## config.mk

```make
export PLATFORM = sky130hd
export DESIGN_NAME = mc_control
export DESIGN_NICKNAME = d
export VERILOG_FILES = /design/src/rtl/mc_control.sv
export SDC_FILE = /design/constraint.sdc
export NUM_CORES = 1
export LEC_CHECK = 0
export ABC_AREA = 0
export CAP_MARGIN = 40
export CORE_MARGIN = 10
export CORE_UTILIZATION = 37
export CTS_CLUSTER_DIAMETER = 100
export DETAILED_ROUTE_END_ITERATION = 10
export GPL_TIMING_DRIVEN = 0
export PLACE_DENSITY = 0.79
export RECOVER_POWER = 100
export SETUP_SLACK_MARGIN = 0.3
export SLEW_MARGIN = 20
export SYNTH_ARGS = -nofsm -noshare
export SYNTH_HDL_FRONTEND = slang
export SYNTH_SLANG_ARGS = --single-unit
```

## constraint.sdc

```tcl
create_clock -name i_clk -period 2.85 [get_ports i_clk]
set_input_delay 0.855 -clock i_clk [delete_from_list [all_inputs] [get_ports i_clk]]
set_output_delay 0.855 -clock i_clk [all_outputs]
set_load 0.05 [all_outputs]
```

## src/rtl/mc_control.sv

```systemverilog
// Multicycle MIPS main controller: sequences fetch/decode/execute/memory/writeback
// and decodes the datapath control word (Moore, except branch PC write and illegal flag).
module mc_control (
  input  logic       i_clk,
  input  logic       i_rst_n,
  input  logic [5:0] i_opcode,
  input  logic [5:0] i_funct,
  input  logic       i_zf,
  output logic [3:0] o_alu_control,
  output logic       o_alu_src_a,
  output logic [1:0] o_alu_src_b,
  output logic [1:0] o_pc_src,
  output logic       o_pc_we,
  output logic       o_ir_we,
  output logic       o_iord,
  output logic       o_mem_we,
  output logic       o_reg_we,
  output logic       o_reg_dst,
  output logic       o_mem_to_reg,
  output logic       o_illegal,
  output logic [3:0] o_state
);

  typedef enum logic [3:0] {
    S_FETCH  = 4'd0,
    S_DECODE = 4'd1,
    S_MEMADR = 4'd2,
    S_MEMRD  = 4'd3,
    S_MEMWB  = 4'd4,
    S_MEMWR  = 4'd5,
    S_EXEC   = 4'd6,
    S_ALUWB  = 4'd7,
    S_BRANCH = 4'd8,
    S_ADDIEX = 4'd9,
    S_ADDIWB = 4'd10,
    S_JUMP   = 4'd11
  } state_t;

  localparam logic [5:0] OP_RTYPE = 6'b000000;
  localparam logic [5:0] OP_LW    = 6'b100011;
  localparam logic [5:0] OP_SW    = 6'b101011;
  localparam logic [5:0] OP_BEQ   = 6'b000100;
  localparam logic [5:0] OP_ADDI  = 6'b001000;
  localparam logic [5:0] OP_J     = 6'b000010;

  localparam logic [5:0] FN_ADD = 6'b100000;
  localparam logic [5:0] FN_SUB = 6'b100010;
  localparam logic [5:0] FN_AND = 6'b100100;
  localparam logic [5:0] FN_OR  = 6'b100101;
  localparam logic [5:0] FN_NOR = 6'b100111;
  localparam logic [5:0] FN_SLT = 6'b101010;

  localparam logic [3:0] ALU_AND = 4'b0000;
  localparam logic [3:0] ALU_OR  = 4'b0001;
  localparam logic [3:0] ALU_ADD = 4'b0010;
  localparam logic [3:0] ALU_SUB = 4'b0110;
  localparam logic [3:0] ALU_SLT = 4'b0111;
  localparam logic [3:0] ALU_NOR = 4'b1100;

  state_t     state_reg;
  state_t     state_next;
  logic       funct_legal;
  logic [3:0] funct_alu;
  logic       instr_legal;
  logic       pc_we_raw;
  logic       ir_we_raw;
  logic       mem_we_raw;
  logic       reg_we_raw;

  always_ff @(posedge i_clk or negedge i_rst_n) begin
    if (!i_rst_n) begin
      state_reg <= S_FETCH;
    end else begin
      state_reg <= state_next;
    end
  end

  // R-type function field decode; only meaningful while the IR holds an R-type.
  always_comb begin
    funct_legal = 1'b1;
    funct_alu   = ALU_ADD;
    case (i_funct)
      FN_ADD:  funct_alu = ALU_ADD;
      FN_SUB:  funct_alu = ALU_SUB;
      FN_AND:  funct_alu = ALU_AND;
      FN_OR:   funct_alu = ALU_OR;
      FN_NOR:  funct_alu = ALU_NOR;
      FN_SLT:  funct_alu = ALU_SLT;
      default: funct_legal = 1'b0;
    endcase
  end

  always_comb begin
    instr_legal = 1'b0;
    case (i_opcode)
      OP_LW, OP_SW, OP_BEQ, OP_ADDI, OP_J: instr_legal = 1'b1;
      OP_RTYPE:                            instr_legal = funct_legal;
      default:                             instr_legal = 1'b0;
    endcase
  end

  always_comb begin
    state_next = S_FETCH;
    case (state_reg)
      S_FETCH: state_next = S_DECODE;
      S_DECODE: begin
        case (i_opcode)
          OP_LW, OP_SW: state_next = S_MEMADR;
          OP_RTYPE:     state_next = funct_legal ? S_EXEC : S_FETCH;
          OP_BEQ:       state_next = S_BRANCH;
          OP_ADDI:      state_next = S_ADDIEX;
          OP_J:         state_next = S_JUMP;
          default:      state_next = S_FETCH;
        endcase
      end
      S_MEMADR: state_next = (i_opcode == OP_SW) ? S_MEMWR : S_MEMRD;
      S_MEMRD:  state_next = S_MEMWB;
      S_EXEC:   state_next = S_ALUWB;
      S_ADDIEX: state_next = S_ADDIWB;
      default:  state_next = S_FETCH;
    endcase
  end

  always_comb begin
    o_alu_control = ALU_ADD;
    o_alu_src_a   = 1'b0;
    o_alu_src_b   = 2'b00;
    o_pc_src      = 2'b00;
    o_iord        = 1'b0;
    o_reg_dst     = 1'b0;
    o_mem_to_reg  = 1'b0;
    pc_we_raw     = 1'b0;
    ir_we_raw     = 1'b0;
    mem_we_raw    = 1'b0;
    reg_we_raw    = 1'b0;
    case (state_reg)
      S_FETCH: begin
        ir_we_raw   = 1'b1;
        o_alu_src_b = 2'b01;
        pc_we_raw   = 1'b1;
      end
      // Precompute PC + (imm << 2) into ALUOut in case this is a branch.
      S_DECODE: o_alu_src_b = 2'b11;
      S_MEMADR, S_ADDIEX: begin
        o_alu_src_a = 1'b1;
        o_alu_src_b = 2'b10;
      end
      S_MEMRD: o_iord = 1'b1;
      S_MEMWR: begin
        o_iord     = 1'b1;
        mem_we_raw = 1'b1;
      end
      S_MEMWB: begin
        o_mem_to_reg = 1'b1;
        reg_we_raw   = 1'b1;
      end
      S_EXEC: begin
        o_alu_src_a   = 1'b1;
        o_alu_control = funct_alu;
      end
      S_ALUWB: begin
        o_reg_dst  = 1'b1;
        reg_we_raw = 1'b1;
      end
      S_BRANCH: begin
        o_alu_src_a   = 1'b1;
        o_alu_control = ALU_SUB;
        o_pc_src      = 2'b01;
        pc_we_raw     = i_zf;
      end
      S_ADDIWB: reg_we_raw = 1'b1;
      S_JUMP: begin
        o_pc_src  = 2'b10;
        pc_we_raw = 1'b1;
      end
      default: ;
    endcase
  end

  // Reset holds the state at FETCH, whose fetch enables must stay quiet until release.
  assign o_pc_we   = pc_we_raw  & i_rst_n;
  assign o_ir_we   = ir_we_raw  & i_rst_n;
  assign o_mem_we  = mem_we_raw & i_rst_n;
  assign o_reg_we  = reg_we_raw & i_rst_n;
  assign o_illegal = (state_reg == S_DECODE) & ~instr_legal & i_rst_n;
  assign o_state   = state_reg;

endmodule
```

==> results_dict.tcl <==
set metrics [dict create \
    finalWeightedCongestion 0.845 \
    drive_gt1_share_pct 59.2 \
    arrival_ps 2160 \
    cts_buffers 3 \
    dpl.hpwl_mm 1.87 \
    design_area_sq_um 1250 \
    slew_headroom_pct 65.5 \
    pwr-share-clk_pct 10.3 \
    synth_edf_count 0 \
    htree_num_levels 1 \
    largest_register_ff_count 4 \
    die_h_um 60.5 \
    grt_max_degree 11 \
    r2r-start "o_state[3]" \
    first_pass_iters 4 \
    worstPathCellList "buf_8 -> or4_4 -> nor4b_4 -> and2_4 -> nor4_4 -> buf_6" \
    start_util_pct 39.8 \
    setup_violations 1 \
    antenna_cells 0 \
    p_sw_share_pct 57.4 \
    status "finished, violations left" \
    rsz0062_at_grt "true" \
    grt_util_met2_pct 23.8 \
    period_minus_slack_ps 3010 \
    regArea_sq_um 104 \
    drv_cap 0 \
    reg2reg_depth 5 \
    synth-seq-area-share_pct 16.5 \
    max_freq_ghz 0.332 \
    fp.dieArea_sq_um 3660 \
    ys_types 36 \
    internal_power_uw 336 \
    hold_class "in2async" \
    synth_area_leaders "dfrtp_1 (16%), o21ai_0 (6.6%), nor2b_1 (5.2%)" \
    syn_avg_cell_area_sq_um 7.31 \
    dieWidth_um 60.5 \
    grt_pass1_wl_mm 4.05 \
    end_kind "output port" \
    hold_viol 0 \
    clock-sinks 4 \
    critPathLaunchType "input port" \
    critical_path_class "in2out" \
    async_reset_ff_share_pct 100 \
    worst-path-max-fanout 3 \
    cts_tree "done" \
    cp.required_ps 2000 \
    total_leakage_power_uw 0.000546 \
    post-route-drc-count 0 \
    routed_wl_mm 2.54 \
    p_switching_uw 453 \
    portBuffers 34 \
    std_cell_rows 14 \
    cp_top_family "simple AND/OR/NAND/NOR gates" \
    irDropWorstVdd_mv 0.700 \
    synth_most_common_cell "o21ai_0" \
    regToRegSetupSlack_ps 1550 \
    slew_viol_final 0 \
    worst_slack_ps -163 \
    violations "setup timing" \
    fin_crit_sh_pct 106 \
    cts_root_buf "clkbuf_4" \
    skew_ps 12.3 \
    grt_pass1_vias 863 \
    routed_via_density 5.82 \
    synth_top_area_share_pct 16.5 \
    nFillCells 103 \
    placed_area_sq_um 1120 \
    syn_area_sq_um 607 \
    use_met3_pct 5.43 \
    gr-usage-met1_pct 15.1 \
    num-nets-final 146 \
    grt_use_total_pct 13.9 \
    ant_nets 0 \
    ys.flop_type "dfrtp_1" \
    clockBufferDepth 2 \
    max_stage_delay_ps 560 \
    synthesis.instances 83 \
    tightest_slew_ps 516 \
    io_pins 36 \
    busiest_layer "met2" \
    route.detailed.wl_per_inst_um 17.4 \
    fin_tns_setup_ps -163 \
    path_clk_slew_ps 50 \
    synth_nets 98 \
    critical_path_buf_inv_count 2 \
    slowest_stage "or4_4" \
    pwr-share-comb_pct 78.3 \
    core_sq_um 1520 \
    grt_overflow_total 0 \
    yosys_warnings 0 \
    vias 849 \
    antenna_found_initial 0 \
    rr_endpoint "o_state[1]" \
    multi_input_comb_area_sq_um 652 \
    seqPwrFrac_pct 11.4 \
    syn_to_final_growth_pct 106 \
    hold_buffers 0 \
    power.density_nw_per_um2 630 \
    yosysTopAreaCell "dfrtp_1" \
    ys_seq_elements 4 \
    dr.first_iter.drc_count 24 \
    synth_top_cells_by_count "o21ai_0 (8), nor2_1 (7), nor2b_1 (5), nor3_1 (5)" \
    insertion_delay_ps 250 \
]
## per-stage QoR
stage | total power (uW) | worst slack [ps] | util [%] | hold WS, ps | std cells
after global routing | 836 | -196 | 82.1 | 498 | 146
after global placement | 678 | -1220 | 73.3 | 740 | 133
final | 789 | -163 | 82.1 | 503 | 146
after CTS | 783 | -199 | 81.9 | 517 | 144
after detailed placement | 684 | -1230 | 73.3 | 751 | 133
after floorplan | 497 | 58.0 | - | 559 | 83
## placed cells by master, fill, tap and decap left out, types with 4 or more instances in the layout
master           count
buf_2               11
buf_4                9
buf_8                8
buf_6                6
clkbuf_4             5
o21ai_1              4
nor2b_4              4
clkdlybuf4s50_1      4
## metal layers
metal	share of wire, %	wire, um	up-vias
li1	-	-	407
met1	42	1060	409
met2	50	1260	31
met3	7.8	197	2
met4	0.47	12	0
met5	0	0	-
## repair_timing
action | in CTS | in global routing
pin swaps | 12 | 6
resized for setup | 154 | 26
buffers inserted | 7 | 2
endpoints found under the setup margin | 17 | 15
## logic make-up after synthesis
family	share of synthesized area [%]
buf+inv	5.57
flops	16.5
xor+xnor	4.33
compound gates	26.0
mux	1.86
simple gates	44.1
fa+ha+maj	1.65
## power by group through the flow
stage	Sequential (uW)	Clock (uW)	Combinational, uW
floorplan	138	0	359
CTS	89.4	87.2	607
finish	89.8	81.4	618
detailed placement	90.1	0	594
global placement	87.6	0	590
global route	92.6	93.0	651
## how the worst max path moves through the flow
stage	startpoint	to	cells past startpoint
global route	i_opcode[4]	o_illegal	6
finish	i_opcode[4]	o_illegal	6
detailed placement	i_opcode[2]	o_illegal	6
floorplan	i_opcode[3]	o_illegal	5
global placement	i_opcode[2]	o_illegal	6
CTS	i_opcode[5]	o_illegal	6
## cell type report
type	instances	area share, %
Buffer	5	2.70
Tap cell	16	1.60
Timing Repair Buffer	43	32.1
Sequential cell	4	8.30
Multi-Input combinational cell	71	52.1
Inverter	3	1.10
Clock buffer	4	2.10
(Power assumes the default switching activity.)
